File: config.mk
export PLATFORM = sky130hd
export DESIGN_NAME = alu_serial
export DESIGN_NICKNAME = d
export VERILOG_FILES = /design/src/rtl/alu_serial.sv
export SDC_FILE = /design/constraint.sdc
export NUM_CORES = 1
export LEC_CHECK = 0
export CAP_MARGIN = 30
export CORE_ASPECT_RATIO = 1.1
export CORE_UTILIZATION = 35
export DETAILED_ROUTE_END_ITERATION = 10
export HOLD_SLACK_MARGIN = 0.12
export SLEW_MARGIN = 20
export SYNTH_ARGS = -nofsm -noshare
export SYNTH_HDL_FRONTEND = slang
export SYNTH_SLANG_ARGS = --single-unit
File: constraint.sdc
create_clock -name clk -period 3.1 [get_ports clk]
set_clock_uncertainty 0.05 [all_clocks]
set_input_delay 0.62 -clock clk [delete_from_list [all_inputs] [get_ports clk]]
set_output_delay 0.62 -clock clk [all_outputs]
set_load 0.02 [all_outputs]
File: src/rtl/alu_serial.sv
// Digit-serial ALU: WIDTH-bit operands processed DIGIT bits per clock,
// LSB digit first, through one shared digit-wide datapath with a carry register.
module alu_serial #(
    parameter int unsigned WIDTH = 16,
    parameter int unsigned DIGIT = 4
) (
    input  logic             clk,
    input  logic             rst_n,
    input  logic             start,
    input  logic [WIDTH-1:0] a,
    input  logic [WIDTH-1:0] b,
    input  logic [2:0]       select,
    input  logic             c_in,
    output logic             busy,
    output logic             done,
    output logic [WIDTH-1:0] result,
    output logic             carry,
    output logic             zero,
    output logic             neg,
    output logic             ovf
);

    localparam int unsigned N    = WIDTH / DIGIT;
    localparam int unsigned CW   = (N > 1) ? $clog2(N) : 1;
    localparam logic [CW-1:0] LAST = CW'(N - 1);

    typedef enum logic [1:0] {IDLE, RUN, DONE} state_t;

    typedef enum logic [2:0] {
        OP_MOV  = 3'b000,
        OP_NOT  = 3'b001,
        OP_UNA  = 3'b010,
        OP_NAND = 3'b011,
        OP_NOR  = 3'b100,
        OP_SUB  = 3'b101,
        OP_ADD  = 3'b110,
        OP_ADC  = 3'b111
    } op_t;

    state_t           state, state_nxt;
    op_t              op_q;
    logic [WIDTH-1:0] work;      // operand a shifts out at the bottom, result digits shift in at the top
    logic [WIDTH-1:0] work_nxt;
    logic [WIDTH-1:0] b_sh;
    logic [CW-1:0]    cnt;
    logic             cy_q;
    logic             zacc;

    logic             accept;
    logic             last;
    logic             arith;
    logic             init_cy;
    logic [DIGIT-1:0] a_d, b_d, b_eff, dig;
    logic [DIGIT:0]   sum;
    logic             c_msb;

    assign last = (cnt == LAST);
    assign busy = (state == RUN);
    assign done = (state == DONE);

    // State register
    always_ff @(posedge clk or negedge rst_n) begin
        if (!rst_n) state <= IDLE;
        else        state <= state_nxt;
    end

    // Next-state logic and start acceptance
    always_comb begin
        state_nxt = state;
        accept    = 1'b0;
        unique case (state)
            IDLE: begin
                if (start) begin
                    accept    = 1'b1;
                    state_nxt = RUN;
                end
            end
            RUN: begin
                if (last) state_nxt = DONE;
            end
            DONE: begin
                if (start) begin
                    accept    = 1'b1;
                    state_nxt = RUN;
                end else begin
                    state_nxt = IDLE;
                end
            end
            default: state_nxt = IDLE;
        endcase
    end

    // Initial carry chosen from the incoming opcode
    always_comb begin
        init_cy = 1'b0;
        case (op_t'(select))
            OP_SUB:  init_cy = 1'b1;
            OP_ADC:  init_cy = c_in;
            default: init_cy = 1'b0;
        endcase
    end

    // One digit of the shared datapath
    always_comb begin
        a_d   = work[DIGIT-1:0];
        b_d   = b_sh[DIGIT-1:0];
        arith = op_q inside {OP_ADD, OP_SUB, OP_ADC};
        b_eff = (op_q == OP_SUB) ? ~b_d : b_d;
        sum   = {1'b0, a_d} + {1'b0, b_eff} + {{DIGIT{1'b0}}, cy_q};
        c_msb = a_d[DIGIT-1] ^ b_eff[DIGIT-1] ^ sum[DIGIT-1];
        dig   = a_d;
        case (op_q)
            OP_NOT:                 dig = ~a_d;
            OP_NAND:                dig = ~(a_d & b_d);
            OP_NOR:                 dig = ~(a_d | b_d);
            OP_ADD, OP_SUB, OP_ADC: dig = sum[DIGIT-1:0];
            default:                dig = a_d;
        endcase
        // Shift through a concatenation so DIGIT == WIDTH needs no special case
        work_nxt = WIDTH'({dig, work} >> DIGIT);
    end

    // Operand/carry/counter registers and result+flag write-back on the last digit
    always_ff @(posedge clk or negedge rst_n) begin
        if (!rst_n) begin
            work   <= '0;
            b_sh   <= '0;
            op_q   <= OP_MOV;
            cnt    <= '0;
            cy_q   <= 1'b0;
            zacc   <= 1'b0;
            result <= '0;
            carry  <= 1'b0;
            zero   <= 1'b0;
            neg    <= 1'b0;
            ovf    <= 1'b0;
        end else if (accept) begin
            work <= a;
            b_sh <= b;
            op_q <= op_t'(select);
            cy_q <= init_cy;
            cnt  <= '0;
            zacc <= 1'b1;
        end else if (state == RUN) begin
            work <= work_nxt;
            b_sh <= b_sh >> DIGIT;
            cy_q <= sum[DIGIT];
            zacc <= zacc & (dig == '0);
            cnt  <= cnt + CW'(1);
            if (last) begin
                result <= work_nxt;
                carry  <= arith & sum[DIGIT];
                ovf    <= arith & (c_msb ^ sum[DIGIT]);
                zero   <= zacc & (dig == '0);
                neg    <= dig[DIGIT-1];
            end
        end
    end

endmodule

==> impl_metrics.yaml, run 1 <==
timing:
  holdWs_ns: 0.238
  relSlewSlack_pct: 53.9
  finalSetupViolCount: 0
  fin_crit_ns: 2.77
  setup_ws_ns: 0.329
  fin_setup_tns_ns: 0
  max_freq_mhz: 361
  finalHoldViolCount: 0
  tightest_slew_ns: 0.689
  finalMaxSlewViolations: 0
  fin_crit_sh_pct: 89.4
  rsz0062_at_grt: "no"
logic_synthesis:
  synth_seq_area_share_pct: 53.6
  synth_area_leaders: "dfrtp_1 54%, nand2_1 8.6%, a22oi_1 6.4%, mux2_1 3.6%, ha_1 2.2%"
  synth_warnings: 0
  ys_types: 40
  async_flop_share_pct: 100
  syn_area_mm2: 0.00280
  ys_ff_latch: 60
  synth_top_area_cell: "dfrtp_1"
  synth_top_area_share_pct: 53.6
  postSynthCellCount: 269
  syn-mean-instance-area_um2: 10.4
  syn_nets: 315
  synth_flop_cell: "dfrtp_1"
  synth_edf_count: 0
drt:
  remaining_drc_errors: 0
  first_iter_violations: 123
  wl_per_cell_um: 15.5
  wirelength_mm: 6.79
  via_per_inst: 5.09
  dr.pass1.iters: 5
  via_count: 2228
  ant_nets: 0
critical_path:
  r2r-start: "op_q[1]$_DFFE_PN0P_"
  worstPathRequired_ns: 3.29
  crit_fanout: 4
  start_kind: "flop"
  worst-r2r-cell-count: 10
  critPathLaunch: "op_q[1]$_DFFE_PN0P_"
  crit_path_end_kind: "flop"
  rrSetupSlack_ns: 0.33
  crit_type: "reg -> reg"
  reg2reg_to: "zacc$_DFFE_PN0P_"
  arrival_ns: 2.97
global_routing:
  grt.met2_usage_pct: 27.9
  track_usage_pct: 17.9
  gr-usage-met3_pct: 3.09
  grt_busiest_layer: "met2"
  antenna_found_initial: 0
  grt-ovfl-total: 0
  grt_max_degree: 36
  met1_usage_pct: 24.6
  first_global_vias: 2228
  grt_pass1_wl_mm: 11.2
layout:
  multi_input_area_mm2: 0.00119
  layout-drive-gt1-share_pct: 9.61
  syn_to_final_growth_pct: 32.1
  nNetsFinal: 376
  final-seq-area_mm2: 0.00150
  n_antenna_cell: 0
  fill_cells: 756
pwr:
  p_total_mw: 4.26
  ir_worst_vdd_mv: 0.511
  p_leak_nw: 1.64
  power_density_mw_per_mm2: 1150
floorplan:
  chipHeight_um: 95.8
  core_mm2: 0.00760
  die_w_um: 87.3
  ios: 61
  rows: 33
  fp.dieArea_mm2: 0.00836
  initial_core_util_pct: 36.9
clock_tree:
  cts_num_sinks: 60
  worstSkewPairLatency_ns: 0.33
  h-tree-depth: 3
  cts_resized: 0
  clockRootBuffer: "clkbuf_8"
  cts_buffer_depth: 2
  hold_buffers: 0
  numCtsBuffers: 9
  path_clk_slew_ns: 0.07
  cts_setup_buffers: 0
  cts_tree: "built"
worst_hold_path:
  hold_class: "in -> async"
outcome:
  status: "finished, final reports clean"
placement:
  gp_congestion: 0.852
  portBuffers: 60
  dp_hpwl_mm: 4.70
  pre_cts_ws_ns: 0.312
job:
  cap_violations: 0
[cell usage after synthesis, drive strengths merged (4+ instances only)]
library cell and n:
ha 5, xnor2 4, a21oi 7, clkbuf 9, dfrtp 60, a22oi 26, inv 8, mux2 13
o21ai 16, a22o 5, nand2b 5, nor2 5, buf 9, nand2 64
[stage by stage]
stage | area [µm²] | util [%] | instances
after floorplan | 2800 | - | 269
after detailed placement | 3510 | 46.2 | 424
after global routing | 3700 | 48.7 | 438
after CTS | 3700 | 48.7 | 438
final | 3700 | 48.7 | 438
after global placement | 3500 | 46.1 | 424
[cells by family (layout without fill, tap and decap cells)]
logic type / Yosys count / count (layout) / share of synthesized area (%)
DFF: 60 / 60 / 53.6
buffers and inverters: 26 / 90 / 4.20
AOI/OAI and AO/OA: 72 / 72 / 18.1
and+or+nand+nor: 83 / 83 / 12.6
xor gates and xnor gates: 7 / 7 / 2.19
adders and majority gates: 7 / 7 / 3.66
muxes: 14 / 14 / 5.59
[routing by layer]
metal	routed length, µm	vias to the layer above	share of wire [%]
met5	0	-	0
li1	-	1066	-
met2	3280	56	48
met3	264	7	3.9
met4	81	0	1.2
met1	3170	1099	47
[power by group]
part | switching, mW | internal [mW]
logic | 1.18 | 0.940
registers | 0.281 | 1.17
clock network | 0.287 | 0.405
[cell type report]
class | count | area share [%]
inverter | 8 | 0.812
timing repair buffer | 68 | 17.7
clock inverter | 2 | 0.947
clock buffer | 12 | 4.19
tap | 105 | 3.55
multi-input combinational | 183 | 32.2
sequential | 60 | 40.6
[cells in the final DEF, fill, tap and decap left out, types with 2 or more instances in the layout]
cell type / n
a22o_1: 5
nor4b_1: 3
a22oi_2: 2
fa_1: 2
o21ai_0: 12
o21ai_1: 4
clkdlybuf4s50_1: 59
nand2b_1: 5
o211ai_1: 2
inv_1: 7
a211o_1: 2
o2bb2ai_1: 2
ha_1: 5
mux2_1: 9
xnor2_1: 4
o31ai_1: 2
nand2_1: 64
o2111ai_1: 2
xor2_1: 3
a22oi_1: 24
o22ai_1: 3
dfrtp_1: 60
nor2_1: 4
buf_4: 8
mux2_2: 4
a21oi_1: 7
clkbuf_8: 11
[state kept, by name (all words and copies together) (netlist names)]
register	count
b_sh	16
carry	1
cnt	2
cy_q	1
op_q	3
ovf	1
result	16
state	2
work	16
zacc	1
zero	1
[worst max-delay path by stage]
stage / to / slack [ns] / depth (start not counted)
after global placement: zacc$_DFFE_PN0P_ / 0.49 / 10
after global routing: zacc$_DFFE_PN0P_ / 0.14 / 10
after detailed placement: zacc$_DFFE_PN0P_ / 0.31 / 10
after CTS: zacc$_DFFE_PN0P_ / 0.31 / 10
final: zacc$_DFFE_PN0P_ / 0.33 / 10
after floorplan: zacc$_DFFE_PN0P_ / 0.36 / 11
[critical path, cell delays in order, from the launching register on]
cell and delay [ns]:
dfrtp_1 0.37, nand3b_1 0.31, xor2_1 0.23, fa_1 0.40, inv_1 0.08, fa_1 0.40
nand2_1 0.09, o211ai_1 0.10, a22oi_2 0.23, o2111ai_1 0.21, o31ai_2 0.22
Power figures use the tool's default switching activity.
==> inputs of run 2 (changes only) <==
--- a/config.mk
+++ b/config.mk
@@ -10,6 +10,7 @@
 export CORE_UTILIZATION = 35
 export DETAILED_ROUTE_END_ITERATION = 10
 export HOLD_SLACK_MARGIN = 0.12
+export SKIP_LAST_GASP = 1
 export SLEW_MARGIN = 20
 export SYNTH_ARGS = -nofsm -noshare
 export SYNTH_HDL_FRONTEND = slang
==> constraint.sdc (replaced) <==
create_clock -name clk -period 2.3 [get_ports clk]
set_clock_uncertainty 0.05 [all_clocks]
set_input_delay 0.46 -clock clk [delete_from_list [all_inputs] [get_ports clk]]
set_output_delay 0.46 -clock clk [all_outputs]
set_load 0.02 [all_outputs]
==> impl_metrics.yaml, run 2 (synthesis results as in run 1) <==
timing:
  finalSetupViolCount: 5
  fin_crit_ns: 2.47
  rsz0062_at_grt: "yes"
  tightest_slew_ns: 0.495
  max_freq_mhz: 405
  relSlewSlack_pct: 66.6
  finalMaxSlewViolations: 0
  fin_crit_sh_pct: 107
  setup_ws_ns: -0.170
  finalHoldViolCount: 0
critical_path:
  arrival_ns: 2.68
  crit_path_end_kind: "flop"
  crit_type: "reg -> reg"
  start_kind: "flop"
  rrSetupSlack_ns: -0.17
  cp_common_cell: "fa_2"
  cp_cell_sequence: "nand3b_1, xor2_1, fa_2, inv_2, fa_2, nand2_2, o211ai_1, a22oi_2, o2111ai_2, o31ai_2"
  slowest_delay_ns: 0.43
  crit_fanout: 2
  crit_path_top_delay_cell: "fa_2"
  worstPathRequired_ns: 2.51
job:
  cap_violations: 0
pwr:
  ir_worst_vdd_mv: 0.750
  p_leak_nw: 1.74
  p_total_mw: 6.33
  power_density_mw_per_mm2: 1620
floorplan:
  chipHeight_um: 95.8
  fp.dieArea_mm2: 0.00836
  core_mm2: 0.00760
  rows: 33
  initial_core_util_pct: 36.9
  die_w_um: 87.3
  ios: 61
global_routing:
  first_global_vias: 2319
  grt_pass1_wl_mm: 11.4
  track_usage_pct: 18.4
  grt-ovfl-total: 0
  antenna_found_initial: 0
  grt_max_degree: 30
placement:
  pre_cts_ws_ns: -0.184
  dp_hpwl_mm: 4.92
  gp_congestion: 0.890
  portBuffers: 60
drt:
  dr.pass1.iters: 4
  wl_per_cell_um: 15.0
  ant_nets: 0
  remaining_drc_errors: 0
  first_iter_violations: 128
  via_per_inst: 4.98
  wirelength_mm: 6.85
  via_count: 2273
clock_tree:
  cts_buffer_depth: 2
  h-tree-depth: 3
  cts_tree: "built"
  path_clk_slew_ns: 0.08
  clockRootBuffer: "clkbuf_8"
  numCtsBuffers: 9
  cts_num_sinks: 60
  worstSkewPairLatency_ns: 0.34
layout:
  fin_util_pct: 51.4
  n_antenna_cell: 0
  final_cell_mix: "63 x nand2_1, 60 x dfrtp_1, 59 x clkdlybuf4s50_1"
  layout-drive-gt1-share_pct: 17.9
  nNetsFinal: 392
  layout_commonest_cell: "nand2_1"
  syn_to_final_growth_pct: 39.5
  top_regs: "b_sh: 16 flops, result: 16 flops, work: 16 flops"
worst_hold_path:
  hold_class: "reg -> reg"
outcome:
  violations: "negative setup slack"
  status: "finished with violations"
-- run 2: layout make-up --
| type | count | area (µm²) |
|---|---|---|
| Inverter | 8 | 30.0 |
| Tap cell | 105 | 131 |
| Clock buffer | 10 | 128 |
| Sequential cell | 60 | 1500 |
| Timing Repair Buffer | 84 | 778 |
| Fill cell | 731 | 3690 |
| Clock inverter | 6 | 88.8 |
| Multi-Input combinational cell | 183 | 1250 |
-- run 2: worst paths after layout --
path	start	to	cells after the start
setup / recovery	op_q[1]$_DFFE_PN0P_	zacc$_DFFE_PN0P_	10
hold / removal	b_sh[5]$_DFFE_PN0P_	b_sh[5]$_DFFE_PN0P_	2
setup reg to reg	op_q[1]$_DFFE_PN0P_	zacc$_DFFE_PN0P_	10
hold reg to reg	b_sh[5]$_DFFE_PN0P_	b_sh[5]$_DFFE_PN0P_	2
max in group asynchronous	rst_n	b_sh[4]$_DFFE_PN0P_	3
min in group asynchronous	rst_n	result[15]$_DFFE_PN0P_	2
-- run 2: per-layer routing --
layer / part of all wire [%] / GRT usage [%]
met2: 48 / 29.0
met1: 45 / 24.4
met3: 3.6 / 2.66
met4: 2.7 / 9.97
met5: 0 / 0
-- run 2: power by group --
part	internal (mW)	leakage, nW	switching, mW	total, mW
clock	0.610	0.102	0.432	1.04
combinational	1.59	0.903	1.76	3.35
sequential	1.57	0.735	0.364	1.93
-- run 2: critical path: cells and delay by family (launching register included) --
| family | cells | cell delay [ns] |
|---|---|---|
| fa+ha+maj | 2 | 0.80 |
| compound gates | 4 | 0.63 |
| flops | 1 | 0.37 |
| simple gates | 2 | 0.28 |
| xor+xnor | 1 | 0.19 |
| buf+inv | 1 | 0.06 |
-- run 2: timing repair --
item	CTS	global route
hold endpoints to repair	20	0
pin swaps	4	1
buffers inserted	3	0
resized for setup	7	4
setup endpoints to repair	8	10
hold buffers	1	0
-- run 2: through the flow --
stage                     hold slack (ns)  cells  instance area (µm²)  TNS (ns)
final                               0.424    456                 3910    -0.439
after global placement              0.402    436                 3610    -0.282
after detailed placement            0.404    436                 3610    -0.567
after floorplan                     0.114    269                 2810     -1.33
after CTS                           0.430    456                 3880    -0.458
after global routing                0.452    456                 3910     -1.82
==> inputs of run 3 (changes only) <==
--- a/config.mk
+++ b/config.mk
@@ -7,7 +7,7 @@
 export LEC_CHECK = 0
 export CAP_MARGIN = 30
 export CORE_ASPECT_RATIO = 1.1
-export CORE_UTILIZATION = 35
+export CORE_UTILIZATION = 25
 export DETAILED_ROUTE_END_ITERATION = 10
 export HOLD_SLACK_MARGIN = 0.12
 export SKIP_LAST_GASP = 1
==> impl_metrics.yaml, run 3 (synthesis results as in run 1) <==
timing:
  fin_crit_sh_pct: 108
  holdWs_ns: 0.421
  max_freq_mhz: 404
  tightest_slew_ns: 0.556
  finalHoldViolCount: 0
  setup_ws_ns: -0.176
  finalMaxSlewViolations: 0
  relSlewSlack_pct: 62.9
  finalSetupViolCount: 6
  fin_crit_ns: 2.48
  rsz0062_at_grt: "yes"
worst_hold_path:
  min_to: "b_sh[6]$_DFFE_PN0P_"
  hold_class: "reg -> reg"
  holdPathStages: 2
  min_from: "b_sh[6]$_DFFE_PN0P_"
floorplan:
  chipHeight_um: 113
  ios: 61
  initial_core_util_pct: 25.7
  core_mm2: 0.0109
  rows: 40
  die_w_um: 103
  fp.dieArea_mm2: 0.0116
critical_path:
  start_kind: "flop"
  worstPathRequired_ns: 2.49
  crit_type: "reg -> reg"
  rrSetupSlack_ns: -0.18
  worst-r2r-cell-count: 10
  arrival_ns: 2.67
  reg2reg_to: "zero$_DFFE_PN0P_"
  crit_fanout: 3
  r2r-start: "op_q[1]$_DFFE_PN0P_"
  crit_path_end_kind: "flop"
drt:
  wl_per_cell_um: 14.8
  via_count: 2273
  via_per_inst: 4.57
  ant_nets: 0
  remaining_drc_errors: 0
  wirelength_mm: 7.33
  dr.pass1.iters: 4
  first_iter_violations: 84
global_routing:
  first_global_vias: 2354
  antenna_found_initial: 0
  grt-ovfl-total: 0
  grt_pass1_wl_mm: 12.0
  grt_max_degree: 30
  track_usage_pct: 13.7
layout:
  nNetsFinal: 393
  n_antenna_cell: 0
  layout-drive-gt1-share_pct: 16.3
  fill_cells: 1160
  top_regs: "b_sh: 16 flops, result: 16 flops, work: 16 flops"
  multi_input_area_mm2: 0.00123
  fin_util_pct: 36.7
  layout_commonest_cell: "nand2_1"
  final-seq-area_mm2: 0.00150
  syn_to_final_growth_pct: 42.9
  fin_cells: 497
  final_cell_mix: "64 x nand2_1, 60 x dfrtp_1, 59 x clkdlybuf4s50_1"
clock_tree:
  numCtsBuffers: 9
  cts_buffer_depth: 2
  path_clk_slew_ns: 0.05
  worstSkewPairLatency_ns: 0.32
  cts_tree: "built"
  cts_num_sinks: 60
  h-tree-depth: 3
  clockRootBuffer: "clkbuf_16"
pwr:
  swShare_pct: 40.0
  pwr-share-seq_pct: 29.8
  p_total_mw: 6.51
  pwr-share-comb_pct: 52.2
  p_int_mw: 3.90
  power_density_mw_per_mm2: 1630
  p_leak_nw: 1.77
  p_sw_mw: 2.60
  ir_worst_vdd_mv: 0.525
  clockPowerShare_pct: 18.0
placement:
  portBuffers: 60
  pre_cts_ws_ns: -0.227
  dp_cells: 478
  dp_hpwl_mm: 5.44
  gp_congestion: 0.872
outcome:
  status: "finished with violations"
  violations: "negative setup slack"
job:
  cap_violations: 0
run 3: power by group through the flow:
stage / registers, mW / clock network, mW / logic (mW)
final: 1.94 / 1.17 / 3.40
after global placement: 1.95 / 0 / 3.16
after detailed placement: 1.96 / 0 / 3.21
after CTS: 1.95 / 1.19 / 3.31
after floorplan: 2.06 / 0 / 1.85
after global routing: 2.01 / 1.24 / 3.75
run 3: worst max path at each step:
stage | from | to | slack [ns] | cells past startpoint
global route | op_q[1]$_DFFE_PN0P_ | zacc$_DFFE_PN0P_ | -0.29 | 10
detailed placement | op_q[1]$_DFFE_PN0P_ | zero$_DFFE_PN0P_ | -0.23 | 10
CTS | op_q[1]$_DFFE_PN0P_ | zero$_DFFE_PN0P_ | -0.18 | 10
floorplan | op_q[1]$_DFFE_PN0P_ | zacc$_DFFE_PN0P_ | -0.33 | 11
finish | op_q[1]$_DFFE_PN0P_ | zero$_DFFE_PN0P_ | -0.18 | 10
global placement | op_q[1]$_DFFE_PN0P_ | zacc$_DFFE_PN0P_ | -0.13 | 10
run 3: cell type report:
cell class / instances / share of cell area, %
multi-input combinational: 183 / 30.8
sequential: 60 / 37.5
inverter: 8 / 0.750
tap: 147 / 4.60
clock buffer: 11 / 6.06
clock inverter: 3 / 0.375
timing repair buffer: 85 / 19.9
run 3: worst max-delay path, stage by stage, from the launching register on:
cell       delay [ns]
dfrtp_1          0.36
nand3b_1         0.21
xor2_1           0.20
fa_2             0.24
inv_2            0.04
fa_1             0.39
xor2_1           0.17
o2bb2ai_1        0.14
o2bb2ai_2        0.14
or3_1            0.32
o21ai_1          0.14
run 3: what timing repair did:
action	in CTS	in global routing
hold endpoints to repair	20	0
resized for setup	4	3
hold buffers	1	0
endpoints found under the setup margin	8	11
pin swaps	2	0
buffers inserted	2	2
run 3: routing by layer:
metal,global-route usage [%],vias to the layer above,wire length (µm)
li1,-,1099,-
met5,0,-,0
met3,3.52,12,328
met2,21.9,63,3570
met4,6.29,0,193
met1,17.4,1099,3240
run 3: metrics by stage:
step	area, µm²	setup TNS (ns)
floorplan	2810	-1.33
detailed placement	3670	-0.903
finish	4000	-0.504
global placement	3670	-0.328
global route	4000	-1.24
CTS	3970	-0.523
